<file path="src/rtl/ysyx_25060173_ifu_pkg.sv">
// Shared types and constants for the instruction fetch unit.
package ysyx_25060173_ifu_pkg;

  // Fetch FSM states
  typedef enum logic [1:0] {
    IDLE   = 2'd0,
    REQ    = 2'd1,
    WAIT   = 2'd2,
    HALTED = 2'd3
  } ifu_state_e;

  // addi x0, x0, 0 -- presented whenever no real instruction is available
  localparam logic [31:0] NOP_INST = 32'h0000_0013;

  // One buffered fetch result as seen by the decoder
  typedef struct packed {
    logic [31:0] inst;
    logic [31:0] pc;
    logic        fault;
  } fetch_entry_t;

  localparam fetch_entry_t EMPTY_ENTRY = '{inst: NOP_INST, pc: 32'h0, fault: 1'b0};

  // Sequential PC; wraps naturally modulo 2^32
  function automatic logic [31:0] pc_step(input logic [31:0] pc);
    return pc + 32'd4;
  endfunction

  // Word fetches need the two low PC bits clear
  function automatic logic is_misaligned(input logic [1:0] pc_lo);
    return pc_lo != 2'b00;
  endfunction

endpackage

</file>
<file path="src/rtl/ysyx_25060173_fetch_fifo.sv">
// Small synchronous FIFO holding fetched entries. A flush empties it on the
// same edge; a push on that edge lands as the single remaining entry.
module ysyx_25060173_fetch_fifo
  import ysyx_25060173_ifu_pkg::*;
#(
  parameter int DEPTH = 2,
  localparam int AW = $clog2(DEPTH),
  localparam int CW = $clog2(DEPTH + 1)
) (
  input  logic          clk,
  input  logic          rst_n,
  input  logic          flush,
  input  logic          push,
  input  fetch_entry_t  push_data,
  input  logic          pop,
  output fetch_entry_t  head,
  output logic [CW-1:0] count,
  output logic          full,
  output logic          empty
);

  fetch_entry_t  r_mem [DEPTH];
  logic [AW-1:0] r_wr_ptr;
  logic [AW-1:0] r_rd_ptr;
  logic [CW-1:0] r_count;
  logic          w_do_push;
  logic          w_do_pop;
  logic [DEPTH-1:0] w_we;

  assign empty     = (r_count == '0);
  assign full      = (r_count == CW'(DEPTH));
  assign count     = r_count;
  assign head      = r_mem[r_rd_ptr];
  assign w_do_pop  = pop & ~empty;
  // A pop frees the slot this cycle, so push into a full FIFO is fine then
  assign w_do_push = push & (~full | w_do_pop);

  // Per-slot write enables; after a flush the write restarts at slot 0
  always_comb begin
    w_we = '0;
    if (flush) begin
      w_we[0] = push;
    end else if (w_do_push) begin
      w_we[r_wr_ptr] = 1'b1;
    end
  end

  // Entry storage
  always_ff @(posedge clk or negedge rst_n) begin
    if (!rst_n) begin
      for (int i = 0; i < DEPTH; i++) r_mem[i] <= EMPTY_ENTRY;
    end else begin
      for (int i = 0; i < DEPTH; i++) begin
        if (w_we[i]) r_mem[i] <= push_data;
      end
    end
  end

  // Pointers and occupancy
  always_ff @(posedge clk or negedge rst_n) begin
    if (!rst_n) begin
      r_wr_ptr <= '0;
      r_rd_ptr <= '0;
      r_count  <= '0;
    end else if (flush) begin
      r_rd_ptr <= '0;
      r_wr_ptr <= push ? AW'(1) : '0;
      r_count  <= push ? CW'(1) : '0;
    end else begin
      if (w_do_push) r_wr_ptr <= r_wr_ptr + 1'b1;
      if (w_do_pop)  r_rd_ptr <= r_rd_ptr + 1'b1;
      r_count <= r_count + CW'(w_do_push) - CW'(w_do_pop);
    end
  end

endmodule

</file>
<file path="src/rtl/ysyx_25060173_inst_fetch.sv">
// Instruction fetch unit: owns the PC, issues one word read at a time to
// instruction memory and buffers results for the decoder. Redirects flush
// the buffer; a response already in flight at redirect time is discarded.
module ysyx_25060173_inst_fetch
  import ysyx_25060173_ifu_pkg::*;
#(
  parameter logic [31:0] RESET_PC   = 32'h8000_0000,
  parameter int          FIFO_DEPTH = 2
) (
  input  logic        clk,
  input  logic        rst_n,
  output logic        imem_req_valid,
  input  logic        imem_req_ready,
  output logic [31:0] imem_req_addr,
  input  logic        imem_resp_valid,
  input  logic [31:0] imem_resp_data,
  input  logic        imem_resp_err,
  output logic        inst_valid,
  input  logic        inst_ready,
  output logic [31:0] inst,
  output logic [31:0] inst_pc,
  output logic        inst_fault,
  input  logic        redirect_valid,
  input  logic [31:0] redirect_pc,
  input  logic        halt
);

  localparam int CW = $clog2(FIFO_DEPTH + 1);
  localparam logic [CW-1:0] DEPTH_M1 = CW'(FIFO_DEPTH - 1);

  ifu_state_e    r_state;
  ifu_state_e    w_state_next;
  logic [31:0]   r_pc;
  logic [31:0]   r_req_pc;
  logic          r_pending;
  logic          r_drop;

  logic          w_hs;
  logic          w_resp;
  logic          w_inflight;
  logic          w_misaligned;
  logic          w_push;
  logic          w_pop;
  logic          w_credit;
  fetch_entry_t  w_push_entry;
  fetch_entry_t  w_head;
  logic [CW-1:0] w_count;
  logic          w_full;
  logic          w_empty;

  // Request accepted this cycle
  assign w_hs         = (r_state == REQ) & imem_req_ready;
  // Response belonging to our outstanding request (late ones after reset are ignored)
  assign w_resp       = r_pending & imem_resp_valid;
  // A request is still outstanding after this edge
  assign w_inflight   = w_hs | (r_pending & ~imem_resp_valid);
  assign w_misaligned = redirect_valid & is_misaligned(redirect_pc[1:0]);
  // A response arriving together with a redirect is stale as well
  assign w_push       = (w_resp & ~r_drop & ~redirect_valid) | w_misaligned;
  assign w_pop        = ~w_empty & inst_ready & ~redirect_valid;

  // Credit: room in the buffer once this cycle's push/pop have taken effect
  always_comb begin
    w_credit = ~w_full;
    unique case ({w_push, w_pop})
      2'b10:   w_credit = (w_count < DEPTH_M1);
      2'b01:   w_credit = 1'b1;
      default: w_credit = ~w_full;
    endcase
  end

  // Entry to buffer: bus errors and misaligned targets both become faulting NOPs
  always_comb begin
    w_push_entry.inst  = imem_resp_err ? NOP_INST : imem_resp_data;
    w_push_entry.pc    = r_req_pc;
    w_push_entry.fault = imem_resp_err;
    if (w_misaligned) begin
      w_push_entry.inst  = NOP_INST;
      w_push_entry.pc    = redirect_pc;
      w_push_entry.fault = 1'b1;
    end
  end

  // Next-state logic: redirect beats halt, halt beats normal sequencing
  always_comb begin
    w_state_next = r_state;
    if (redirect_valid) begin
      if (w_misaligned)    w_state_next = HALTED;
      else if (w_inflight) w_state_next = WAIT;
      else                 w_state_next = REQ;
    end else if (halt) begin
      w_state_next = HALTED;
    end else begin
      unique case (r_state)
        IDLE:    if (w_credit) w_state_next = REQ;
        REQ:     if (w_hs) w_state_next = WAIT;
        WAIT:    if (w_resp) w_state_next = w_credit ? REQ : IDLE;
        HALTED:  w_state_next = HALTED;
        default: w_state_next = IDLE;
      endcase
    end
  end

  // State, PC and outstanding-request bookkeeping
  always_ff @(posedge clk or negedge rst_n) begin
    if (!rst_n) begin
      r_state   <= IDLE;
      r_pc      <= RESET_PC;
      r_req_pc  <= RESET_PC;
      r_pending <= 1'b0;
      r_drop    <= 1'b0;
    end else begin
      r_state <= w_state_next;
      if (redirect_valid) begin
        r_pc <= {redirect_pc[31:2], 2'b00};
      end else if (w_hs) begin
        r_pc <= pc_step(r_pc);
      end
      if (w_hs) r_req_pc <= r_pc;
      r_pending <= w_inflight;
      if (redirect_valid) begin
        r_drop <= w_inflight;
      end else if (w_resp) begin
        r_drop <= 1'b0;
      end
    end
  end

  ysyx_25060173_fetch_fifo #(
    .DEPTH(FIFO_DEPTH)
  ) u_fifo (
    .clk      (clk),
    .rst_n    (rst_n),
    .flush    (redirect_valid),
    .push     (w_push),
    .push_data(w_push_entry),
    .pop      (w_pop),
    .head     (w_head),
    .count    (w_count),
    .full     (w_full),
    .empty    (w_empty)
  );

  assign imem_req_valid = (r_state == REQ);
  assign imem_req_addr  = r_pc;
  assign inst_valid     = ~w_empty;
  assign inst           = w_empty ? NOP_INST : w_head.inst;
  assign inst_pc        = w_empty ? 32'h0 : w_head.pc;
  assign inst_fault     = w_empty ? 1'b0 : w_head.fault;

endmodule

</file>
<file path="config.mk">
export PLATFORM = sky130hd
export DESIGN_NAME = ysyx_25060173_inst_fetch
export DESIGN_NICKNAME = d
export VERILOG_FILES = /design/src/rtl/ysyx_25060173_ifu_pkg.sv /design/src/rtl/ysyx_25060173_fetch_fifo.sv /design/src/rtl/ysyx_25060173_inst_fetch.sv
export SDC_FILE = /design/constraint.sdc
export NUM_CORES = 1
export LEC_CHECK = 0
export ABC_CLOCK_PERIOD_IN_PS = 3110
export CORE_MARGIN = 2
export CORE_UTILIZATION = 55
export CTS_CLUSTER_SIZE = 16
export DETAILED_ROUTE_END_ITERATION = 7
export DONT_BUFFER_PORTS = 1
export PLACE_DENSITY = 0.77
export SKIP_CTS_REPAIR_TIMING = 1
export SYNTH_ARGS = -nofsm -noshare
export SYNTH_HDL_FRONTEND = slang
export SYNTH_SLANG_ARGS = --single-unit
</file>
<file path="constraint.sdc">
create_clock -name clk -period 3.11 [get_ports clk]
set_input_delay 0.7775 -clock clk [delete_from_list [all_inputs] [get_ports clk]]
set_output_delay 0.7775 -clock clk [all_outputs]
set_load 0.01 [all_outputs]
</file>
; ---- After elaboration in Yosys (flattened, before gate mapping)
; Cells that the tools add are included.
[totals]
register_bits = 202
in_bits = 72
[op_classes]
n_addsub = 5
n_lt_le_gt_ge = 4
n_eq_ne = 9
mux = 34
bitwise = 19
n_reduce_logical = 9
[ops]
columns = operator, n
row1 = two-way mux 65 bit, 4
row2 = two-way mux 32 bit, 5
row3 = adder 32 x 3 -> 32 bit (second input constant), 1
row4 = two-way mux 2 bit, 9
row5 = two-way mux 1 bit, 13
row6 = AND 1 bit, 10
row7 = nonzero test 2 bit, 5
row8 = == test 2 bit (second input constant), 4
row9 = != test 4 bit (second input constant), 2
row10 = one-hot mux 2 bit (4 select lines), 1
row11 = inverter 1 bit, 5
row12 = == test 2 x 1 -> 1 bit (second input constant), 2
row13 = zero test 2 bit, 2
row14 = != test 4 x 1 -> 1 bit (second input constant), 1
row15 = OR 1 bit, 3
row16 = AND reduction 3 bit, 1
row17 = adder 1 bit (second input constant), 2
row18 = adder 2 x 1 -> 2 bit, 1
row19 = greater-or-equal comparator 2 bit (second input constant), 1
row20 = < comparator 1 x 2 -> 1 bit (second input constant), 1
row21 = < comparator 2 x 1 -> 1 bit (second input constant), 1
row22 = inverter 1 -> 2 bit, 1
row23 = one-hot mux 1 bit (2 select lines), 1
row24 = subtractor 2 x 1 -> 2 bit, 1
row25 = 3 further kinds, 3

; ---- Logic depth before layout (Yosys ltp)
[depth]
ltp_word = 11
ltp_mapped = 11
depth_no_buf = 11

; ---- Cells and area by module
; From an unflattened synthesis, not the netlist that was laid out.
[hier_totals]
cells_unflattened = 818
area_unflattened_um2 = 10553.9
[modules_own_cells]
columns = mod, instances, cells_each, area_each_um2, seq_area_each_um2
row1 = ysyx_25060173_fetch_fifo, 1, 378, 6313.6, 3360.7
row2 = ysyx_25060173_inst_fetch, 1, 440, 4240.3, 1604.0

; ---- Least setup slack after synthesis
; Ideal clock, no wire load.
[synth_path]
path_type = input port to flip-flop
from = input port redirect_valid
to = register r_state[1]
setup_ns = 0.125
arrival_ns = 2.402
t_required_ns = 2.985
path_slack_ns = 0.583
stages = 9
n_path_buf = 2
path_cell_list = buf_2 > clkbuf_1 > nor2_1 > ha_1 > nor2_1 > o31ai_1 > o21ai_0 > nand3_1 > mux2_2
[synth_between]
elab_chain_cells = 7
elab_cells_between_ends = 14
classes_between = eq/ne: 5 / mux: 3 / bitwise: 5 / reduce/logical: 1
[synth_rtl]
columns = element, line_no
row1 = from (decl), ysyx_25060173_inst_fetch.sv:23  ; input logic redirect_valid,
row2 = inverter 1 bit, "ysyx_25060173_inst_fetch.sv:59, ysyx_25060173_inst_fetch.sv:60"
row3 = AND 1 bit, ysyx_25060173_inst_fetch.sv:59  ; assign w_push = (w_resp & ~r_drop & ~redirect_valid) | w_misaligned;
row4 = OR 1 bit, ysyx_25060173_inst_fetch.sv:59
row5 = == test 2 x 1 -> 1 bit or == test 2 bit (tied branches), ysyx_25060173_inst_fetch.sv:65  ; unique case ({w_push, w_pop})
row6 = one-hot mux 1 bit (2 select lines), ysyx_25060173_inst_fetch.sv:65
row7 = != test 4 bit (no source line), n/a
row8 = AND reduction 3 bit (no source line), n/a
row9 = to (signal assigned), ysyx_25060173_inst_fetch.sv:113  ; r_state <= w_state_next;
row10 = to (decl), ysyx_25060173_inst_fetch.sv:31  ; ifu_state_e r_state;
; Several ways; a longest one is shown, not always the timed one.
; A chain may end at the register's enable or synchronous reset.

; ---- Final worst setup path
[layout_path]
from = register u_fifo.r_rd_ptr
to = output port inst_pc[8]
[layout_between]
elab_chain_cells = 5
[layout_rtl]
columns = element, line_no
row1 = from (decl), ysyx_25060173_fetch_fifo.sv:24  ; logic [AW-1:0] r_rd_ptr;
row2 = from (signal assigned), ysyx_25060173_fetch_fifo.sv:71  ; if (w_do_pop) r_rd_ptr <= r_rd_ptr + 1'b1;
row3 = inverter 1 -> 2 bit (not written as such), ysyx_25060173_fetch_fifo.sv:33  ; assign head = r_mem[r_rd_ptr];
row4 = two-way mux 65 bit (not written as such) (3 in a row), ysyx_25060173_fetch_fifo.sv:33
row5 = two-way mux 32 bit, ysyx_25060173_inst_fetch.sv:148  ; assign inst_pc = w_empty ? 32'h0 : w_head.pc;
row6 = to (decl), ysyx_25060173_inst_fetch.sv:21  ; output logic [31:0] inst_pc,
; Every way passes these cells. The select of a mux whose other input is x is not followed.

==> metrics.txt <==
Worst VDD drop 0.381 mV; proportion of register bits with asynchronous set or reset after synthesis 1.00; aggregate routed wire length about 23 mm; netlist area before placement 9610 um^2; most frequent cells in the layout 202 x nand2_1, 189 x dfrtp_1, 88 x nor2_1; longest individual stage delay on the worst path 860 ps; number of diodes added for antenna fixing 0; overflow left after global routing 0; Required @ worst endpoint 2330 ps; hold violation total from the final report 0; Worst Path Arrival roughly 2000 ps; post-layout instance area 10,400 um^2; Final Skew around 12 ps; critical path peak fanout 32; worst path bufs/invs 1; count of buffers from port buffering 0; share of cells above drive strength 1 0.139; Syn Inst Count approximately 990; final worst path period need between 2000 and 3000 ps; Setup crit start kind flop; first-pass GRT wire length roughly 37 mm; Placed Instance Area 9800 um^2; Final Cycle Share 0.885; result of the run finished, final reports clean; global routing usage summed across all routing layers 0.253; Die Footprint 18,500 um^2; clock transition at the registers of the reported paths 70 ps; Max Freq roughly 360 MHz; deepest clock path buffer count 2; PwrDens 669 nW/um^2; Avg Cell Area, Syn 9.72 um^2; core box area approximately 17,000 um^2; max-cap viol count 0; Vias/cell approximately 5.9; Post-layout nets roughly 1,000; Final Max Tran Viols 0; Yosys reg bits 198; die extent in y about 140 um; routability cong. slightly below 0.8; vias in the first global route ~7,000; final routed wire length divided by cell count between 15 and 20 um; number of buffers inserted during clock tree synthesis 17; number of fill cells around 1,500; Die Width around 140 um; estimated wirelength of the detail-placed design 14.0 mm; Worst-Margin Slew about 740 ps; CTS root buffer clkbuf_16; Max-Slew Margin vs Limit 0.504; via count slightly above 7,000; cell class contributing the biggest share of worst-path delay flip-flops; CP Cell Sequence buf_4 -> mux2i_1 -> nor2_1; number of nets with antenna violations after routing 0; Hold/Removal Path Class input port to asynchronous set/reset pin; detailed router's first-iteration violation count about 410; number of placement rows 48; unrepaired setup endpoints after global routing false; leak pwr 0.00459 uW; most instantiated flip-flop cell in the synthesis netlist dfrtp_1; initial standard-cell utilization of the core 0.559; Critical Path Sink Type output pin; relative area change from synthesis to final layout 8.37%; maximum number of pins on one net before global-route repair just under 200; number of clock sinks 198; CTS H-tree depth 4; TritonCTS clock tree done; count of flip-flops with a built-in enable after synthesis 0; clock latency of the later-clocked register in the worst-skew pair 430 ps; router iterations before antenna repair 5; commonest non-fill, non-tap cell in the layout nand2_1; number of distinct library cells after synthesis 39; final setup TNS 0 ps; kind of critical path flop to output pin; total number of yosys warnings 0; cell with the biggest individual delay on the critical path dfrtp_4; Top Ports 171; Final Setup Violations 0; sequential share of the synthesized area 0.517; antenna violations before repair 0; DRC errors left 0
## flip-flops by register name, indices dropped and copies added, names as in the netlist
register / flops
imem_req_addr: 30
r_drop: 1
r_pending: 1
r_req_pc: 30
r_state: 2
u_fifo.count: 2
u_fifo.r_mem: 130
u_fifo.r_rd_ptr: 1
u_fifo.r_wr_ptr: 1
## final timing paths
kind / from / endpoint / slack (ps) / cells after the start
max: u_fifo.r_rd_ptr$_DFFE_PN0P_ / inst_pc[8] / 360 / 3
min in group clk: redirect_valid / imem_req_addr[14]$_DFFE_PN0N_ / 440 / 1
max reg2reg: u_fifo.count[0]$_DFF_PN0_ / r_state[1]$_DFFE_PN0P_ / 790 / 10
max in group asynchronous: rst_n / r_req_pc[31]$_DFFE_PN1P_ / 2630 / 0
min: rst_n / u_fifo.r_mem[52]$_DFFE_PN0P_ / 40 / 0
min reg2reg: u_fifo.r_mem[47]$_DFFE_PN0P_ / u_fifo.r_mem[47]$_DFFE_PN0P_ / 480 / 2
## area by class of cell
type,instances,area (um^2),share of cell area
Inverter,6,22.5,0.00216
Sequential cell,198,4970,0.477
Clock inverter,10,116,0.0112
Tap cell,225,282,0.0270
Clock buffer,22,494,0.0475
Timing Repair Buffer,18,198,0.0190
Multi-Input combinational cell,713,4330,0.416
## where the power goes
group | switching [uW] | total (uW) | internal [uW]
Combinational | 658 | 1230 | 569
Sequential | 406 | 3460 | 3060
Clock | 973 | 2270 | 1300
Total | 2040 | 6960 | 4920
## Yosys cell counts (2+ instances only)
cell | instances | area, um^2
nand2b_1 | 2 | 12.5
nand2_1 | 203 | 762
xor2_1 | 25 | 219
o21ai_0 | 56 | 280
a21oi_1 | 31 | 155
buf_4 | 5 | 37.5
xnor2_1 | 8 | 70.1
nand4_1 | 14 | 87.6
inv_1 | 6 | 22.5
buf_2 | 29 | 145
and3_1 | 7 | 43.8
nand3b_1 | 29 | 218
ha_1 | 5 | 62.6
dfstp_2 | 8 | 210
dfrtp_1 | 190 | 4750
mux2i_1 | 67 | 671
nor2b_1 | 3 | 18.8
clkbuf_1 | 37 | 139
o21ai_1 | 15 | 75.1
nor2_1 | 90 | 338
a31oi_1 | 9 | 56.3
mux2_2 | 64 | 721
and2_1 | 5 | 31.3
nand3_1 | 57 | 285
nor3_1 | 9 | 45.0
## stage by stage
stage | setup slack, ps | std cells | total power, uW | utilization | hold slack (ps)
6_report | 358 | 1192 | 6960 | 0.606 | 36.8
5_1_grt | 256 | 1192 | 7300 | 0.606 | 15.0
4_1_cts | 342 | 1192 | 7000 | 0.606 | 23.8
3_5_place_dp | 578 | 1160 | 4740 | 0.571 | 470
3_3_place_gp | 603 | 1160 | 4680 | 0.571 | 460
2_1_floorplan | 583 | 989 | 4400 | - | 450
## cell families (layout without fill, tap and decap cells)
family	Yosys count	after routing	share of synthesized area
AO/OA/AOI/OAI	116	116	0.0636
XOR/XNOR	33	33	0.0301
adder cells (fa/ha/maj)	5	5	0.00651
buffers and inverters	78	56	0.0370
flip-flops	198	198	0.517
multiplexers	131	131	0.145
other	1	2	0.000390
AND/OR/NAND/NOR	426	426	0.201
## layer usage
metal	part of all wire	global-route usage	wire, um
met5	0	0	0
met3	0.082	0.0701	1880
met2	0.48	0.404	11100
met1	0.42	0.339	9660
met4	0.011	0.0758	259
Note: power is estimated with default switching activity, not from simulation.
